### src/rtl/multdiv_pkg.sv
// Shared definitions for the multdiv path.
//   state_e   : divider FSM encoding (IDLE/RUN/DONE)
//   cnt_width : iteration counter width for a given operand width
package multdiv_pkg;

    typedef enum logic [1:0] {
        IDLE = 2'd0,
        RUN  = 2'd1,
        DONE = 2'd2
    } state_e;

    localparam int unsigned DivWidth = 32;

    // One extra bit so the counter can hold the value WIDTH itself.
    function automatic int unsigned cnt_width(input int unsigned width);
        return $clog2(width) + 1;
    endfunction

    localparam int unsigned DivCntW = cnt_width(DivWidth);

endpackage

### src/rtl/cond_negate.sv
// Conditional two's-complement negation: out_o = neg_i ? (~in_i + 1) : in_i.
//   in_i  : WIDTH-bit input value
//   neg_i : negate when high
//   out_o : WIDTH-bit result
module cond_negate #(
    parameter int unsigned WIDTH = 32
) (
    input  logic [WIDTH-1:0] in_i,
    input  logic             neg_i,
    output logic [WIDTH-1:0] out_o
);

    logic [WIDTH-1:0] inv;

    // XOR with a replicated neg_i is the bitwise-invert array; adding neg_i is the incrementer.
    assign inv   = in_i ^ {WIDTH{neg_i}};
    assign out_o = inv + WIDTH'(neg_i);

endmodule

### src/rtl/div_multicycle.sv
// Multicycle signed integer divider, radix-2 restoring, one quotient bit per cycle.
//   clock, reset_n   : rising-edge clock, asynchronous active-low reset
//   ctrl_div         : start pulse, operands sampled on the edge where it is high
//   data_operandA/B  : dividend / divisor, two's complement
//   data_result      : quotient, truncated toward zero
//   data_remainder   : remainder, sign follows the dividend
//   data_exception   : divide-by-zero flag, valid with data_resultRDY
//   data_resultRDY   : one-cycle result-valid pulse
module div_multicycle
    import multdiv_pkg::*;
#(
    parameter int unsigned WIDTH = 32
) (
    input  logic             clock,
    input  logic             reset_n,
    input  logic             ctrl_div,
    input  logic [WIDTH-1:0] data_operandA,
    input  logic [WIDTH-1:0] data_operandB,
    output logic [WIDTH-1:0] data_result,
    output logic [WIDTH-1:0] data_remainder,
    output logic             data_exception,
    output logic             data_resultRDY
);

    localparam int unsigned CntW = cnt_width(WIDTH);
    localparam logic [CntW-1:0] LastIter = CntW'(WIDTH - 1);

    state_e           state_q, state_d;
    logic [CntW-1:0]  count_q, count_d;
    logic [WIDTH-1:0] divisor_q, divisor_d;
    logic [WIDTH-1:0] rem_q, rem_d;
    logic [WIDTH-1:0] quo_q, quo_d;
    logic             sign_quo_q, sign_quo_d;
    logic             sign_rem_q, sign_rem_d;
    logic             div0_q, div0_d;
    logic [WIDTH-1:0] result_q, result_d;
    logic [WIDTH-1:0] remainder_q, remainder_d;
    logic             exception_q, exception_d;
    logic             rdy_q, rdy_d;

    logic [WIDTH-1:0] abs_a, abs_b, quo_fixed, rem_fixed;
    logic [WIDTH:0]   shifted, trial;

    cond_negate #(.WIDTH(WIDTH)) u_abs_a (
        .in_i  (data_operandA),
        .neg_i (data_operandA[WIDTH-1]),
        .out_o (abs_a)
    );

    cond_negate #(.WIDTH(WIDTH)) u_abs_b (
        .in_i  (data_operandB),
        .neg_i (data_operandB[WIDTH-1]),
        .out_o (abs_b)
    );

    cond_negate #(.WIDTH(WIDTH)) u_fix_quo (
        .in_i  (quo_q),
        .neg_i (sign_quo_q),
        .out_o (quo_fixed)
    );

    cond_negate #(.WIDTH(WIDTH)) u_fix_rem (
        .in_i  (rem_q),
        .neg_i (sign_rem_q),
        .out_o (rem_fixed)
    );

    // Shift the next dividend bit into the partial remainder; WIDTH+1 bits so the
    // unsigned magnitude 2^(WIDTH-1) never loses its top bit.
    assign shifted = {rem_q, quo_q[WIDTH-1]};
    assign trial   = shifted - {1'b0, divisor_q};

    always_comb begin
        state_d     = state_q;
        count_d     = count_q;
        divisor_d   = divisor_q;
        rem_d       = rem_q;
        quo_d       = quo_q;
        sign_quo_d  = sign_quo_q;
        sign_rem_d  = sign_rem_q;
        div0_d      = div0_q;
        result_d    = result_q;
        remainder_d = remainder_q;
        exception_d = exception_q;
        rdy_d       = 1'b0;

        // A start in any state wins, which is what aborts an operation in flight.
        if (ctrl_div) begin
            divisor_d   = abs_b;
            quo_d       = abs_a;
            rem_d       = '0;
            count_d     = '0;
            sign_quo_d  = data_operandA[WIDTH-1] ^ data_operandB[WIDTH-1];
            sign_rem_d  = data_operandA[WIDTH-1];
            div0_d      = (data_operandB == '0);
            exception_d = 1'b0;
            state_d     = (data_operandB == '0) ? DONE : RUN;
        end else begin
            case (state_q)
                IDLE: begin
                end
                RUN: begin
                    if (!trial[WIDTH]) begin
                        rem_d = trial[WIDTH-1:0];
                        quo_d = {quo_q[WIDTH-2:0], 1'b1};
                    end else begin
                        rem_d = shifted[WIDTH-1:0];
                        quo_d = {quo_q[WIDTH-2:0], 1'b0};
                    end
                    count_d = count_q + CntW'(1);
                    if (count_q == LastIter) begin
                        state_d = DONE;
                    end
                end
                DONE: begin
                    result_d    = div0_q ? '0 : quo_fixed;
                    remainder_d = div0_q ? '0 : rem_fixed;
                    exception_d = div0_q;
                    rdy_d       = 1'b1;
                    state_d     = IDLE;
                end
                default: begin
                    state_d = IDLE;
                end
            endcase
        end
    end

    always_ff @(posedge clock or negedge reset_n) begin
        if (!reset_n) begin
            state_q     <= IDLE;
            count_q     <= '0;
            divisor_q   <= '0;
            rem_q       <= '0;
            quo_q       <= '0;
            sign_quo_q  <= 1'b0;
            sign_rem_q  <= 1'b0;
            div0_q      <= 1'b0;
            result_q    <= '0;
            remainder_q <= '0;
            exception_q <= 1'b0;
            rdy_q       <= 1'b0;
        end else begin
            state_q     <= state_d;
            count_q     <= count_d;
            divisor_q   <= divisor_d;
            rem_q       <= rem_d;
            quo_q       <= quo_d;
            sign_quo_q  <= sign_quo_d;
            sign_rem_q  <= sign_rem_d;
            div0_q      <= div0_d;
            result_q    <= result_d;
            remainder_q <= remainder_d;
            exception_q <= exception_d;
            rdy_q       <= rdy_d;
        end
    end

    assign data_result    = result_q;
    assign data_remainder = remainder_q;
    assign data_exception = exception_q;
    assign data_resultRDY = rdy_q;

endmodule

### config.mk
export PLATFORM = sky130hd
export DESIGN_NAME = div_multicycle
export DESIGN_NICKNAME = d
export VERILOG_FILES = /design/src/rtl/multdiv_pkg.sv /design/src/rtl/cond_negate.sv /design/src/rtl/div_multicycle.sv
export SDC_FILE = /design/constraint.sdc
export NUM_CORES = 1
export LEC_CHECK = 0
export BUFFER_PORTS_ARGS = -buffer_cell sky130_fd_sc_hd__buf_2
export CORE_ASPECT_RATIO = 1.25
export CORE_UTILIZATION = 49
export DETAILED_ROUTE_END_ITERATION = 8
export PLACE_DENSITY_LB_ADDON = 0.08
export SYNTH_ARGS = -nofsm -noshare
export SYNTH_HDL_FRONTEND = slang
export SYNTH_HIERARCHICAL = 1
export SYNTH_SLANG_ARGS = --single-unit
### constraint.sdc
create_clock -name clock -period 2.94 [get_ports clock]
set_input_delay 0.588 -clock clock [delete_from_list [all_inputs] [get_ports clock]]
set_output_delay 0.588 -clock clock [all_outputs]
set_load 0.05 [all_outputs]
==> impl_summary.log, run 1 <==
[metrics] peak supply drop: between 0.4 and 0.5 mV
[metrics] post-DP HPWL: a little under 30 mm
[metrics] cell type with the largest total area after synthesis: dfrtp_1
[metrics] Max Cap Viol: 0
[metrics] H-tree Lvls: 4
[metrics] worst min path class: in -> async
[metrics] ANT nets after route: 0
[metrics] share of the synthesized area in the top cell type: about 28%
[metrics] Routed wire per std cell: between 15 and 20 um
[metrics] worst setup timing slack at the placement stage: -0.304 ns
[metrics] final wirelength: between 30 and 40 mm
[metrics] number of global-route vias before repair: 12.2k
[metrics] cell internal pwr: 6.34 mW
[metrics] area of the mapped netlist: around 0.015 mm2
[metrics] setup TNS after final layout: -3.69 ns
[metrics] minimum clock period: around 3.1 ns
[metrics] cell count after placement: approximately 2.4k
[metrics] slew of the pin with the lowest slew margin: ~0.74 ns
[metrics] Initial Util: about half
[metrics] core box area: between 0.03 and 0.04 mm2
[metrics] violations in the final reports: negative setup slack
[metrics] CTS clk-pin slew, worst paths: ~0.070 ns
[metrics] clock sink count: 173
[metrics] run status: finished, violations left
[metrics] Overall Global Routing Usage: 24.9%
[metrics] fraction of registers with async set/reset: 100%
[metrics] nature of the critical path endpoint: flop
[metrics] synthesized instance count: approximately 1.8k
[metrics] GR Overflow Total: 0
[metrics] nets in the synthesized netlist: around 1.9k
[metrics] maximum number of pins on one net before global-route repair: 110
[metrics] first-pass GRT wire length: between 60 and 70 mm
[metrics] number of optimization iterations in the first detailed-route pass: 7
[metrics] number of port buffers: about 130
[metrics] Setup Viol. Count Final: 32
[metrics] share of total power in the clock network: about a fifth
[metrics] Max transition margin: roughly half
[metrics] largest fanout on the critical path: 5
[metrics] full die area: 0.0318 mm2
[metrics] CP Class: reg -> reg
[metrics] CTS tree: done
[metrics] number of vias per cell: 5.50
[metrics] Area growth syn-to-layout: 16.7%
[metrics] DRC errors left: 0
[metrics] maximum number of buffers from clock root to sink: 2
[metrics] Clk Tree Root Cell: clkbuf_16
[metrics] commonest register cell after synthesis: dfrtp_1
[metrics] Post-Layout Cell Count: 2418
[metrics] count of filler cells inserted in the layout: around 2.8k
[metrics] sequential element share of the synthesized area: between 20% and 30%
[metrics] clock latency on the worst-skew pair: roughly 0.46 ns
[metrics] via count: approximately 13k
[metrics] largest cells by area after synthesis: dfrtp_1 28%, xnor2_1 9.3%, nand2_1 5.6%
[metrics] clk_skew: 0.0103 ns
[metrics] detailed router's first-iteration violation count: 846
[metrics] Post-synth EDFFs: 0
[metrics] fraction of final layout cells sized beyond drive strength 1: roughly a fifth
[metrics] worst endpoint data arrival time: ~3.5 ns
[metrics] number of buffers created by CTS: 17
[metrics] die outline height: around 200 um
[metrics] share of the cycle needed by the critical path after routing: 107%
[metrics] R2R Setup Slk: -0.20 ns
[metrics] switching portion of total power: between 40% and 50%
[metrics] width of the die: between 150 and 200 um
[metrics] count of unique library cells instantiated by Yosys: between 80 and 90
[metrics] share of total power in sequential cells: 29.0%
[metrics] unrepaired setup endpoints after global routing: yes
[metrics] final setup margin: -0.204 ns
[metrics] static leakage power: between 7 and 8 nW
[metrics] number of placed I/O pins: 133
[metrics] final net count: about 2.1k
[metrics] final weighted congestion of routability-driven global placement: about 0.9
[metrics] number of buffers inserted for hold repair after clock tree synthesis: 0
[metrics] f_max: around 0.32 GHz
[metrics] most frequently used cell type in the post-synthesis netlist: nand2_1
[metrics] final hold viol count: 0
[metrics] power density cells: 653 mW/mm2
[metrics] required time of the critical path: roughly 3.3 ns
[metrics] flip-flop and latch count after synthesis: about 170
[metrics] count of yosys warnings during synthesis: 6
[metrics] number of standard-cell rows in the floorplan: between 70 and 80
[metrics] final number of max-transition violations: 0
[metrics] initial antenna violation count: 0
[metrics] average size of a mapped cell: 8.30 um2
[metrics] Net Sw Power: 5.27 mW
[metrics] top cell types by occurrence after synthesis: 227 x nand2_1, 173 x dfrtp_1, 166 x o21ai_0
[metrics] Comb power frac: 51.3%
[metrics] startpoint type of the worst setup path: flop
## kinds of logic (layout without fill, tap and decap cells)
| kind of cell | after synthesis | count (layout) | synth area share (%) |
|---|---|---|---|
| compound gates | 433 | 433 | 19.6 |
| xor+xnor | 236 | 236 | 13.6 |
| fa+ha+maj | 42 | 42 | 3.50 |
| buf+inv | 187 | 367 | 5.16 |
| flops | 173 | 173 | 28.4 |
| mux | 64 | 64 | 4.24 |
| other cells | 0 | 1 | 0 |
| simple gates | 701 | 701 | 25.4 |
## area by class of cell
type	count	area (um2)	area share [%]
multi-input combinational	1476	10200	57.4
inverter	67	251	1.41
clock buffer	17	425	2.39
sequential	173	4330	24.4
antenna	1	2.50	0.0141
clock inverter	15	166	0.936
timing repair buffer	268	1890	10.6
tap	401	502	2.82
## stage by stage
step                      cell area [um2]  util (%)  total power, mW  hold slack, ns
after floorplan                     15200         -             7.51           0.292
after global placement              16900      55.9             9.02           0.455
after detailed placement            16900      55.9             9.12           0.465
after CTS                           17700      58.5             11.6          0.0620
after global routing                17800      58.7             12.4          0.0952
final                               17800      58.7             11.6          0.0648
## worst paths after layout
| check | cells after the start | endpoint | startpoint |
|---|---|---|---|
| worst max-delay path | 15 | rem_q[0] | quo_q[31] |
| worst min-delay path | 1 | data_remainder[9] | reset_n |
| worst max register to register | 15 | rem_q[0] | quo_q[31] |
| worst min register to register | 2 | data_result[6] | data_result[6] |
| max in group asynchronous | 2 | sign_quo_q | reset_n |
| min in group clock | 2 | data_result[6] | data_result[6] |
## power by group through the flow
stage               registers (mW)  clock network [mW]  logic (mW)
floorplan                     4.51                   0        3.00
global placement              3.39                   0        5.63
detailed placement            3.41                   0        5.71
CTS                           3.37                2.35        5.90
global route                  3.45                2.44        6.49
finish                        3.37                2.29        5.96
## critical path, cell delays in order (launching register included)
cell      delay (ns)
dfrtp_1         0.39
inv_2           0.08
ha_4            0.13
inv_2           0.04
fa_2            0.33
a21o_1          0.20
a221oi_4        0.30
a21oi_4         0.11
a221oi_4        0.29
o211a_4         0.21
a21oi_4         0.07
xor2_4          0.19
buf_12          0.16
buf_16          0.13
nor3_1          0.28
nor4_4          0.09
## routing by layer
layer | GRT usage (%) | vias up | part of all wire [%]
met5 | 0 | - | 0
met4 | 6.73 | 0 | 1.3
met3 | 2.76 | 31 | 4.4
met2 | 37.6 | 313 | 43
met1 | 37.3 | 6146 | 52
li1 | - | 6815 | -
## flip-flops by register name, indices dropped and copies added, names as in the netlist
register	cells
data_result	32
divisor_q	32
state_q	2
quo_q	32
sign_quo_q	1
data_remainder	32
rem_q	32
sign_rem_q	1
div0_q	1
data_resultRDY	1
data_exception	1
count_q	6
## placed cells by master (no fill, tap or decap), types with 7 or more instances in the layout
cell	Yosys	final
buf_2	31	130
o21ai_0	166	164
or3b_2	8	8
or2_2	21	20
nor4_1	18	18
and3_1	20	19
o22a_1	8	8
inv_1	67	65
a31oi_1	8	8
and4b_1	9	9
o31ai_1	7	7
buf_4	2	122
buf_12	0	11
a21oi_1	72	70
o32ai_2	8	8
nand3b_1	16	16
xor2_1	73	73
o22ai_1	17	17
nor3_1	25	25
a211oi_2	4	7
nand2b_1	98	98
nor2b_1	21	20
nand4_1	21	21
a211oi_1	25	22
and3b_1	9	9
or4_1	9	9
clkbuf_16	0	18
nor3b_1	13	13
nor4_2	9	8
ha_1	41	40
nand3_1	20	20
a21o_1	20	20
o32a_1	8	8
nor2_1	122	122
xnor2_1	162	162
dfrtp_1	173	171
mux2i_1	60	60
o41ai_1	9	9
nand2_1	227	227
nor4b_2	10	11
## repair_timing
| action | CTS | global route |
|---|---|---|
| buffers inserted | 9 | 1 |
| resized for setup | 13 | 8 |
| cloned | 2 | 1 |
| setup endpoints to repair | 33 | 34 |
| pin swaps | 10 | 7 |
Power figures use the tool's default switching activity.
==> run 2, diff against run 1 <==
Settings changed: HOLD_SLACK_MARGIN set to 0.12.
==> run 2 against run 1 <==
Effect of this change:
- the flow still finishes with violations (negative setup slack)
- global-route usage is the same
- register-to-register slack hardly changed
- die area unchanged
- cell count did not move
- critical path type unchanged
- core utilization barely moved
- largest cell class unchanged
- setup slack worse by 0.0047 ns
- sequential cell count unchanged
- clock skew up 0.0026 ns
==> impl_summary.log, run 2 (same netlist as run 1, synthesis figures left out) <==
[metrics] DRC errors left: 0
[metrics] die outline height: ~200 um
[metrics] CTS clk-pin slew, worst paths: 0.07 ns
[metrics] CP startpoint: quo_q[31]
[metrics] largest fanout on the critical path: 5
[metrics] Area growth syn-to-layout: 16.8%
[metrics] CTS tree: done
[metrics] clock latency on the worst-skew pair: 0.46 ns
[metrics] violations in the final reports: negative setup slack
[metrics] worst endpoint data arrival time: about 3.5 ns
[metrics] number of vias per cell: 5.52
[metrics] final hold viol count: 0
[metrics] power density cells: 653 mW/mm2
[metrics] start of the worst register-to-register path: quo_q[31]
[metrics] worst min path class: reg -> reg
[metrics] GR Overflow Total: 0
[metrics] chain of cells forming the critical path: inv_2 -> ha_4 -> inv_2 -> fa_2 -> a21o_1 -> a221oi_4 -> a21oi_4 -> a221oi_4 -> o211a_4 -> a21oi_4 -> xor2_4 -> buf_12 -> buf_16 -> nor3_1 -> nor4_4
[metrics] Overall Global Routing Usage: 24.9%
[metrics] CP Class: reg -> reg
[metrics] share of the cycle needed by the critical path after routing: 107%
[metrics] peak supply drop: approximately 0.48 mV
[metrics] number of placed I/O pins: ~130
[metrics] detailed router's first-iteration violation count: 876
[metrics] setup TNS after final layout: -3.86 ns
[metrics] # diodes: 0
[metrics] final setup margin: -0.209 ns
[metrics] count of filler cells inserted in the layout: around 2.8k
[metrics] nature of the critical path endpoint: flop
[metrics] post-DP HPWL: between 20 and 30 mm
[metrics] static leakage power: 7.76 nW
[metrics] number of port buffers: around 130
[metrics] first-pass GRT wire length: approximately 64 mm
[metrics] initial antenna violation count: 0
[metrics] cell count after placement: ~2.4k
[metrics] final wirelength: about 39 mm
[metrics] Routed wire per std cell: 16.0 um
[metrics] core box area: between 0.03 and 0.04 mm2
[metrics] R2R Setup Slk: -0.21 ns
[metrics] number of optimization iterations in the first detailed-route pass: 5
[metrics] clk_skew: roughly 0.013 ns
[metrics] maximum number of pins on one net before global-route repair: 110
[metrics] number of global-route vias before repair: around 12k
[metrics] required time of the critical path: 3.27 ns
[metrics] run status: finished, violations left
[metrics] Post-Layout Cell Count: 2418
[metrics] Clk Tree Root Cell: clkbuf_16
[metrics] number of standard-cell rows in the floorplan: 71
[metrics] startpoint type of the worst setup path: flop
[metrics] width of the die: around 160 um
[metrics] maximum number of buffers from clock root to sink: 2
[metrics] H-tree Lvls: 4
[metrics] unrepaired setup endpoints after global routing: yes
[metrics] cell at the slowest stage of the critical path: dfrtp_1
[metrics] slew of the pin with the lowest slew margin: about 0.75 ns
[metrics] number of buffers created by CTS: 17
[metrics] most common cell after layout, fill and taps aside: nand2_1
[metrics] ANT nets after route: 0
[metrics] f_max: roughly 0.32 GHz
[metrics] final weighted congestion of routability-driven global placement: a little under 0.9
[metrics] final net count: 2113
[metrics] full die area: about 0.032 mm2
[metrics] final number of max-transition violations: 0
[metrics] commonest non-fill, non-tap cells in the layout: 227 x nand2_1, 171 x dfrtp_1, 164 x o21ai_0
[metrics] via count: around 13k
[metrics] worst setup timing slack at the placement stage: -0.304 ns
[metrics] Max transition margin: around half
[metrics] clock sink count: 173
[metrics] worst min-delay path startpoint: data_result[6]
[metrics] fraction of final layout cells sized beyond drive strength 1: 20.4%
[metrics] final hold slack: 0.473 ns
[metrics] stage delay of the slowest cell on the critical path: 0.39 ns
[metrics] Max Cap Viol: 0
[metrics] minimum clock period: between 3 and 4 ns
[metrics] Initial Util: 50.3%
[metrics] Setup Viol. Count Final: 32
==> run 2: cell types whose count changed in the layout (fill, tap and decap cells not counted), sizes merged <==
cell	before	now
dlygate4sd3	0	1
diode	1	0
==> run 2: final timing paths <==
| check | to | depth (start not counted) |
|---|---|---|
| min in group asynchronous | data_remainder[9] | 2 |
| max in group asynchronous | sign_quo_q | 3 |
| worst min-delay path | data_result[6] | 2 |
| worst min register to register | data_result[6] | 2 |
| worst max-delay path | rem_q[0] | 15 |
| worst max register to register | rem_q[0] | 15 |
==> run 2: critical path, delay by kind of cell (launching register included) <==
| kind | cells | cell delay, ns |
|---|---|---|
| AND/OR/NAND/NOR | 2 | 0.37 |
| flip-flops | 1 | 0.39 |
| XOR/XNOR | 1 | 0.19 |
| adder cells (fa/ha/maj) | 2 | 0.46 |
| buffers and inverters | 4 | 0.41 |
| AO/OA/AOI/OAI | 6 | 1.18 |
==> run 2: repair_timing <==
| item | 4_1_cts | 5_1_grt |
|---|---|---|
| resized for setup | 13 | 8 |
| pin swaps | 10 | 7 |
| buffers inserted | 9 | 1 |
| endpoints found under the hold margin | 48 | 0 |
| hold buffers | 1 | 0 |
| endpoints found under the setup margin | 33 | 34 |
| cloned | 2 | 1 |
==> run 2: metrics by stage <==
step           cell area (um2)  total power [mW]  utilization, %
6_report                 17800              11.6            58.7
5_1_grt                  17800              12.4            58.7
4_1_cts                  17700              11.6            58.5
3_5_place_dp             16900              9.12            55.9
3_3_place_gp             16900              9.02            55.9
2_1_floorplan            15200              7.51               -
==> run 2: area by class of cell <==
| type | count | area (um2) | share of cell area (%) |
|---|---|---|---|
| multi-input cells | 1476 | 10200 | 57.4 |
| flip-flops and latches | 173 | 4330 | 24.4 |
| repair buffers | 269 | 1900 | 10.7 |
| well taps | 401 | 502 | 2.82 |
| clock buffers | 17 | 425 | 2.39 |
| inverters | 67 | 251 | 1.41 |
| clock inverters | 15 | 166 | 0.936 |
==> run 2: power by group <==
| group | internal (mW) | leakage, nW | total [mW] | switching, mW |
|---|---|---|---|---|
| combinational | 2.28 | 5.31 | 5.96 | 3.68 |
| sequential | 2.91 | 2.17 | 3.37 | 0.454 |
| clock | 1.15 | 0.292 | 2.29 | 1.14 |
==> run 2: per-layer routing <==
layer / track usage [%] / share of wire [%] / vias to the layer above
li1: - / - / 6820
met1: 37.3 / 51 / 6179
met2: 37.6 / 43 / 317
met3: 2.74 / 4.4 / 31
met4: 6.73 / 1.3 / 0
met5: 0 / 0 / -
